===== config.mk =====
export PLATFORM = sky130hd
export DESIGN_NAME = uart_rx
export DESIGN_NICKNAME = d
export VERILOG_FILES = /design/src/rtl/uart_rx.sv
export SDC_FILE = /design/constraint.sdc
export NUM_CORES = 1
export LEC_CHECK = 0
export BUFFER_PORTS_ARGS = -buffer_cell sky130_fd_sc_hd__buf_2
export CAP_MARGIN = 0
export CORE_MARGIN = 2
export CORE_UTILIZATION = 58
export CTS_CLUSTER_SIZE = 28
export DETAILED_ROUTE_END_ITERATION = 6
export GPL_ROUTABILITY_DRIVEN = 0
export HOLD_SLACK_MARGIN = 0.1
export PLACE_DENSITY_LB_ADDON = 0.12
export SKIP_LAST_GASP = 1
export SLEW_MARGIN = 20
export SYNTH_ARGS = -nofsm -noshare
export SYNTH_HDL_FRONTEND = slang
export SYNTH_SLANG_ARGS = --single-unit

===== constraint.sdc =====
create_clock -name clk -period 2.5 [get_ports clk]
set_input_delay 0.5 -clock clk [delete_from_list [all_inputs] [get_ports clk]]
set_output_delay 0.5 -clock clk [all_outputs]
set_load 0.02 [all_outputs]

===== src/rtl/uart_rx.sv =====
`timescale 1ns/1ps
// uart_rx: 8N1 receiver, LSB first, fixed bit period, 2-flop input synchroniser and a
// one-entry valid/ready holding register; framing errors and overruns are 1-cycle pulses.
module uart_rx #(
  parameter int CLKS_PER_BIT = 434
) (
  input  logic       clk,
  input  logic       rst_n,
  input  logic       rxd_i,
  output logic [7:0] rx_data_o,
  output logic       rx_valid_o,
  input  logic       rx_ready_i,
  output logic       frame_err_o,
  output logic       overrun_o
);
  localparam int            CW   = $clog2(CLKS_PER_BIT);
  localparam logic [CW-1:0] LAST = CW'(CLKS_PER_BIT - 1);
  localparam logic [CW-1:0] HALF = CW'(CLKS_PER_BIT / 2 - 1);

  typedef enum logic [2:0] {WAIT_HIGH, IDLE, START, DATA, STOP} state_t;

  state_t        state, state_nx;
  logic [1:0]    sync;
  logic          rxs;
  logic [CW-1:0] cnt, cnt_nx;
  logic [2:0]    idx, idx_nx;
  logic [7:0]    sh, sh_nx, data_nx;
  logic          valid_nx, ferr_nx, ovr_nx, commit;

  // Line idles high, so the synchroniser resets to 1 to avoid a false start.
  always_ff @(posedge clk or negedge rst_n)
    if (!rst_n) sync <= 2'b11;
    else        sync <= {sync[0], rxd_i};

  assign rxs = sync[1];

  always_comb begin
    state_nx = state;
    cnt_nx   = cnt;
    idx_nx   = idx;
    sh_nx    = sh;
    commit   = 1'b0;
    ferr_nx  = 1'b0;
    case (state)
      WAIT_HIGH: if (rxs) state_nx = IDLE;
      IDLE: if (!rxs) begin
        state_nx = START;
        cnt_nx   = '0;
      end
      START: if (cnt == HALF) begin
        if (rxs) state_nx = IDLE;
        else begin
          state_nx = DATA;
          cnt_nx   = '0;
          idx_nx   = '0;
        end
      end else cnt_nx = cnt + 1'b1;
      DATA: if (cnt == LAST) begin
        sh_nx  = {rxs, sh[7:1]};
        cnt_nx = '0;
        idx_nx = idx + 1'b1;
        if (idx == 3'd7) state_nx = STOP;
      end else cnt_nx = cnt + 1'b1;
      STOP: if (cnt == LAST) begin
        // Returning to IDLE at mid-stop leaves half a bit of margin for the next start.
        if (rxs) begin
          commit   = 1'b1;
          state_nx = IDLE;
        end else begin
          ferr_nx  = 1'b1;
          state_nx = WAIT_HIGH;
        end
      end else cnt_nx = cnt + 1'b1;
      default: state_nx = WAIT_HIGH;
    endcase
  end

  // Holding register: a commit may land on the same edge the old byte drains.
  always_comb begin
    data_nx  = rx_data_o;
    valid_nx = rx_valid_o;
    ovr_nx   = 1'b0;
    if (commit) begin
      if (!rx_valid_o || rx_ready_i) begin
        data_nx  = sh;
        valid_nx = 1'b1;
      end else ovr_nx = 1'b1;
    end else if (rx_valid_o && rx_ready_i) valid_nx = 1'b0;
  end

  always_ff @(posedge clk or negedge rst_n)
    if (!rst_n) begin
      state       <= WAIT_HIGH;
      cnt         <= '0;
      idx         <= '0;
      sh          <= '0;
      rx_data_o   <= '0;
      rx_valid_o  <= 1'b0;
      frame_err_o <= 1'b0;
      overrun_o   <= 1'b0;
    end else begin
      state       <= state_nx;
      cnt         <= cnt_nx;
      idx         <= idx_nx;
      sh          <= sh_nx;
      rx_data_o   <= data_nx;
      rx_valid_o  <= valid_nx;
      frame_err_o <= ferr_nx;
      overrun_o   <= ovr_nx;
    end
endmodule

# ---- Word-level counts from Yosys, hierarchy flattened
# Index checks and enable logic that the tools add are counted.
dict set report classes {
  addsub 2
  eq_ne 16
  n_mux 29
  n_reduce_logical 13
}
# operator n
set ops {}
lappend ops {{$mux W9} 4}
lappend ops {{$pmux W9 S4} 1}
lappend ops {{$mux W3} 9}
lappend ops {{$ne A2 B2 Y1 const B} 8}
lappend ops {{$pmux W3 S5} 1}
lappend ops {{$mux W1} 12}
lappend ops {{$add A9 B1 Y9 const B} 1}
lappend ops {{$eq A9 B8 Y1 const B} 1}
lappend ops {{$eq A9 B9 Y1 const B} 1}
lappend ops {{$reduce_and A2 Y1} 4}
lappend ops {{$eq A3 B2 Y1 const B} 2}
lappend ops {{$eq A3 B3 Y1 const B} 2}
lappend ops {{$pmux W3 S2} 1}
lappend ops {{$reduce_and A6 Y1} 1}
lappend ops {{$reduce_and A4 Y1} 1}
lappend ops {{$reduce_bool A2 Y1} 2}
lappend ops {{$reduce_bool A4 Y1} 1}
lappend ops {{$add A3 B1 Y3 const B} 1}
lappend ops {{$eq A3 B1 Y1 const B} 1}
lappend ops {{$logic_not A3 Y1} 1}
lappend ops {{$mux W2} 1}
lappend ops {{$ne A2 B1 Y1 const B} 1}
lappend ops {{$logic_and A1 B1 Y1} 1}
lappend ops {{$logic_not A1 Y1} 1}
lappend ops {{$logic_or A1 B1 Y1} 1}
dict set report totals {
  reg_bits 36
  out_inout_bits 11
  wordCells 69
}

# ---- Depth between registers and ports, before layout
dict set report depth {
  depth_word 5
  mapped_depth 7
  ltp_nobuf 6
}

# ---- Worst setup path before layout
# Ideal clock, no wire load.
dict set report synth_path {
  path_type {reg2reg}
  from {register cnt[1]}
  to {register sh[1]}
  setup_ns 0.125
  arrival_time_ns 1.723
  t_required_ns 2.375
  slack_ns 0.652
  stages_incl_launch_ff 7
  path_buffers 1
  period_less_slack_ns 1.848
  path_cell_list {dfrtp_1 > inv_1 > ha_1 > nand4bb_1 > nor3_1 > buf_2 > mux2_2}
}
dict set report synth_via {
  elab_chain_len 2
}
# element line_no
set synth_rtl {}
lappend synth_rtl {{start: declaration} 25} ;# logic [CW-1:0] cnt, cnt_nx;
lappend synth_rtl {{start signal: assignment} 103} ;# cnt <= cnt_nx;
lappend synth_rtl {{$eq A9 B9 Y1} 58} ;# DATA: if (cnt == LAST) begin
lappend synth_rtl {{$reduce_and A2 Y1 (no source line)} -}
lappend synth_rtl {{end signal: assignment} 105} ;# sh <= sh_nx;
lappend synth_rtl {{end: declaration} 27} ;# logic [7:0] sh, sh_nx, data_nx;
# Every way passes these cells.
# A chain may end at the register's enable or synchronous reset.

# ---- Worst setup path in the final report
dict set report layout_path {
  from {register cnt[1]}
  to {register cnt[4]}
}
dict set report layout_via {
  elab_chain_len 3
  word_cells_on_any_way 9
}
# element line_no
set layout_rtl {}
lappend layout_rtl {{$add A9 B1 Y9, or another cell as far along} {57, 63, 73}}
lappend layout_rtl {{$mux W9, or another cell as far along} 64} ;# STOP: if (cnt == LAST) begin
lappend layout_rtl {{$pmux W9 S4 / $reduce_and A2 Y1 (equally long branches)} -}
# Several ways; a longest one is shown, not always the timed one. The select of a mux whose other input is x is not followed.

==> flow_summary.ini <==
[synthesis]
yosysWarnings = 0
ys_seq_area_share_pct = 49.79
synthTopCellsByArea = dfrtp_1 47%, mux2_2 11%, ha_1 3.4%
syn_nets = 177
synth_top_area_share_pct = 46.90
syn-instance-count = 168
syn_area_per_cell_um2 = 10.80
ys_types = 47
syn-cell-area_um2 = 1814
synth-seq-cells = 36
synth_top_area_cell = dfrtp_1

[power]
p_switching_mw = 0.4103
power.density_nw_per_um2 = 631.5
seqPwrFrac_pct = 56.9
p_sw_share_pct = 33.14
leakage_nw = 0.9099
intPower_mw = 0.8279
ir_drop_uv = 390.4
pwr-share-comb_pct = 18.3
clkPwrFrac_pct = 24.8

[critical_path]
reg2reg_slack_ns = 0.47
r2r-end = cnt[4]
crit_required_ns = 2.75
path_class = flop to flop
path_cells = inv_1 -> ha_1 -> nand4b_1 -> or4_4 -> a221o_1 -> o221ai_1
timing.rr.start = cnt[1]
crit_start = cnt[1]
cp-start-kind = flop
endpoint = cnt[4]
worst-path-max-fanout = 5
critPathArrivalTime_ns = 2.28
worst_path_largest_cell_delay_ns = 0.46
end_kind = flop
reg2reg_depth = 6
cp_slowest_cell = or4_4

[clock_tree]
clkSinkCount = 36
cts-buffers-inserted = 5
cts_root_buf = clkbuf_4
cts_tree = done
cts_buffer_depth = 2
hold_buffers = 0
h-tree-depth = 2
clk_pin_slew_ns = 0.11
cts_resized = 0
clock_latency_ns = 0.34
post_cts_buffers = 0

[floorplan]
core_um2 = 3003
die-height_um = 59.93
io_pins = 15
die_area_um2 = 3592
die_x_um = 59.93
start_util_pct = 60.42
num_rows = 20

[global_routing]
grt_pass1_wl_mm = 5.485
overflow = 0
first_global_vias = 1152
grtUsageTotal_pct = 21.15
grt_max_degree = 37
antenna_found_initial = 0

[detailed_routing]
routed.top_layer = met4
antenna_left = 0
drc = 0
wl_per_cell_um = 15.24
wl_met1_mm = 1.445
drt_wl_total_mm = 3.306
wl_met3_um = 191
dr.pass1.iters = 4
vias = 1336
vias_per_cell = 6.157
dr.first_iter.drc_count = 49
wl_met2_mm = 1.597

[placed_design]
dp_slack_ns = 0.4847
post_dp_cell_area_um2 = 1903
portBuffers = 14
dp_hpwl_mm = 2.320

[sta]
slew_headroom_pct = 48.82
tightest_slew_ns = 0.7678
setup-tns-final_ns = 0
setup_viol = 0
holdWs_ns = 0.2177
finalCriticalPeriod_ns = 2.030
maxSlewViolCount = 0
fin_skew_ns = 0.004610
hold_violations = 0
rsz0062_at_grt = no
worst_slack_ns = 0.4704
max_freq_ghz = 0.4927
finalCritPeriodShare_pct = 81.18

[cells_and_area]
seq_area_um2 = 903.4
diodes = 0
fin_nets = 192
multi_input_area_um2 = 850.8
n_fill_cell = 238
areaGrowthSynthToFinish_pct = 8.069
drive_gt1_share_pct = 26.09
fin_util_pct = 65.29
final_area_um2 = 1961

[flow_run]
maxCapViolations = 0

[status]
status = completed

[worst_hold_path]
min_path_type = input port to asynchronous set/reset pin
[cells by family (layout without fill, tap and decap cells)]
group,Yosys count,in the layout,synth area share (%)
adder cells (fa/ha/maj),5,5,3.448
AND/OR/NAND/NOR,58,58,18.21
flip-flops,36,36,49.79
XOR/XNOR,2,2,0.9657
multiplexers,17,17,10.55
buffers and inverters,15,31,3.310
AO/OA/AOI/OAI,35,35,13.72
[sequential cells by signal (all words and copies together) (netlist names)]
register and cells:
cnt 9, rx_data_o 8, sh 8, idx 3, state 3, sync 2, frame_err_o 1, overrun_o 1
rx_valid_o 1
[layer usage]
layer  vias up  GRT usage [%]
met4         0          10.16
met3        10          5.844
met2        50          30.75
li1        642              -
met5         -              0
met1       634          29.15
[power by group through the flow]
| stage | Sequential, mW | Combinational [mW] | Clock, mW |
|---|---|---|---|
| after floorplan | 0.681 | 0.186 | 0 |
| after global placement | 0.709 | 0.215 | 0 |
| after detailed placement | 0.713 | 0.227 | 0 |
| after CTS | 0.701 | 0.228 | 0.320 |
| after global routing | 0.710 | 0.264 | 0.343 |
| final | 0.704 | 0.227 | 0.307 |
[worst max-delay path: cells and delay by family (launching register included)]
| kind | cells | cell delay, ns |
|---|---|---|
| buffers and inverters | 1 | 0.11 |
| AND/OR/NAND/NOR | 2 | 0.57 |
| adder cells (fa/ha/maj) | 1 | 0.19 |
| flip-flops | 1 | 0.42 |
| AO/OA/AOI/OAI | 2 | 0.65 |
[layout make-up]
class	count	share of cell area [%]
Multi-Input combinational cell	117	43.40
Sequential cell	36	46.08
Clock inverter	2	0.8296
Clock buffer	6	2.106
Inverter	8	1.532
Timing Repair Buffer	15	3.957
Tap cell	33	2.106
[through the flow]
stage / power, mW / cells
2_1_floorplan: 0.8673 / 168
3_3_place_gp: 0.9244 / 209
3_5_place_dp: 0.9404 / 209
4_1_cts: 1.250 / 217
5_1_grt: 1.317 / 217
6_report: 1.238 / 217
[cells in the mapped netlist (all sizes together)]
master,number
a2bb2oi,1
nand4,2
ha,5
o21ai,11
dfstp,2
a21oi,3
or3,2
nor3,6
nand2,14
nand4b,2
nor3b,1
o31a,2
clkbuf,5
and4bb,1
buf,2
dfrtp,34
or4,1
o22a,1
nand4bb,1
nand2b,2
xnor2,1
nand3b,1
or2,1
inv,8
nor4,2
a22oi,1
and4b,1
xor2,1
o2bb2ai,1
nand3,6
o22ai,4
o211ai,1
a221o,1
o31ai,1
o211a,1
a31oi,2
a22o,2
o221ai,2
nor2b,5
nor2,8
o311a,1
or3b,2
mux2,17
[how the worst min path moves through the flow]
stage / from / slack [ns] / depth (start not counted) / end
after detailed placement: sync[0] / 0.35 / 0 / sync[1]
after global placement: sync[0] / 0.35 / 0 / sync[1]
after floorplan: rst_n / 0.20 / 0 / cnt[0]
after global routing: rxd_i / 0.22 / 1 / sync[0]
after CTS: rxd_i / 0.23 / 1 / sync[0]
final: rst_n / 0.22 / 1 / frame_err_o
[cells in the final DEF (no fill, tap or decap), types with 2 or more instances in the layout]
cell	count
buf_2	14
o21ai_0	9
ha_1	5
clkbuf_4	5
dfrtp_1	34
or3_1	2
o31a_1	2
o22ai_1	4
nor3_1	6
nor2_1	8
nand4_1	2
nand4b_1	2
o21ai_1	2
nand3_1	6
nor2b_1	5
a22o_1	2
a31oi_1	2
dfstp_2	2
mux2_2	17
nand2_1	14
a21oi_1	2
nor4_1	2
inv_1	8
o221ai_1	2
nand2b_1	2
(Power assumes the default switching activity.)
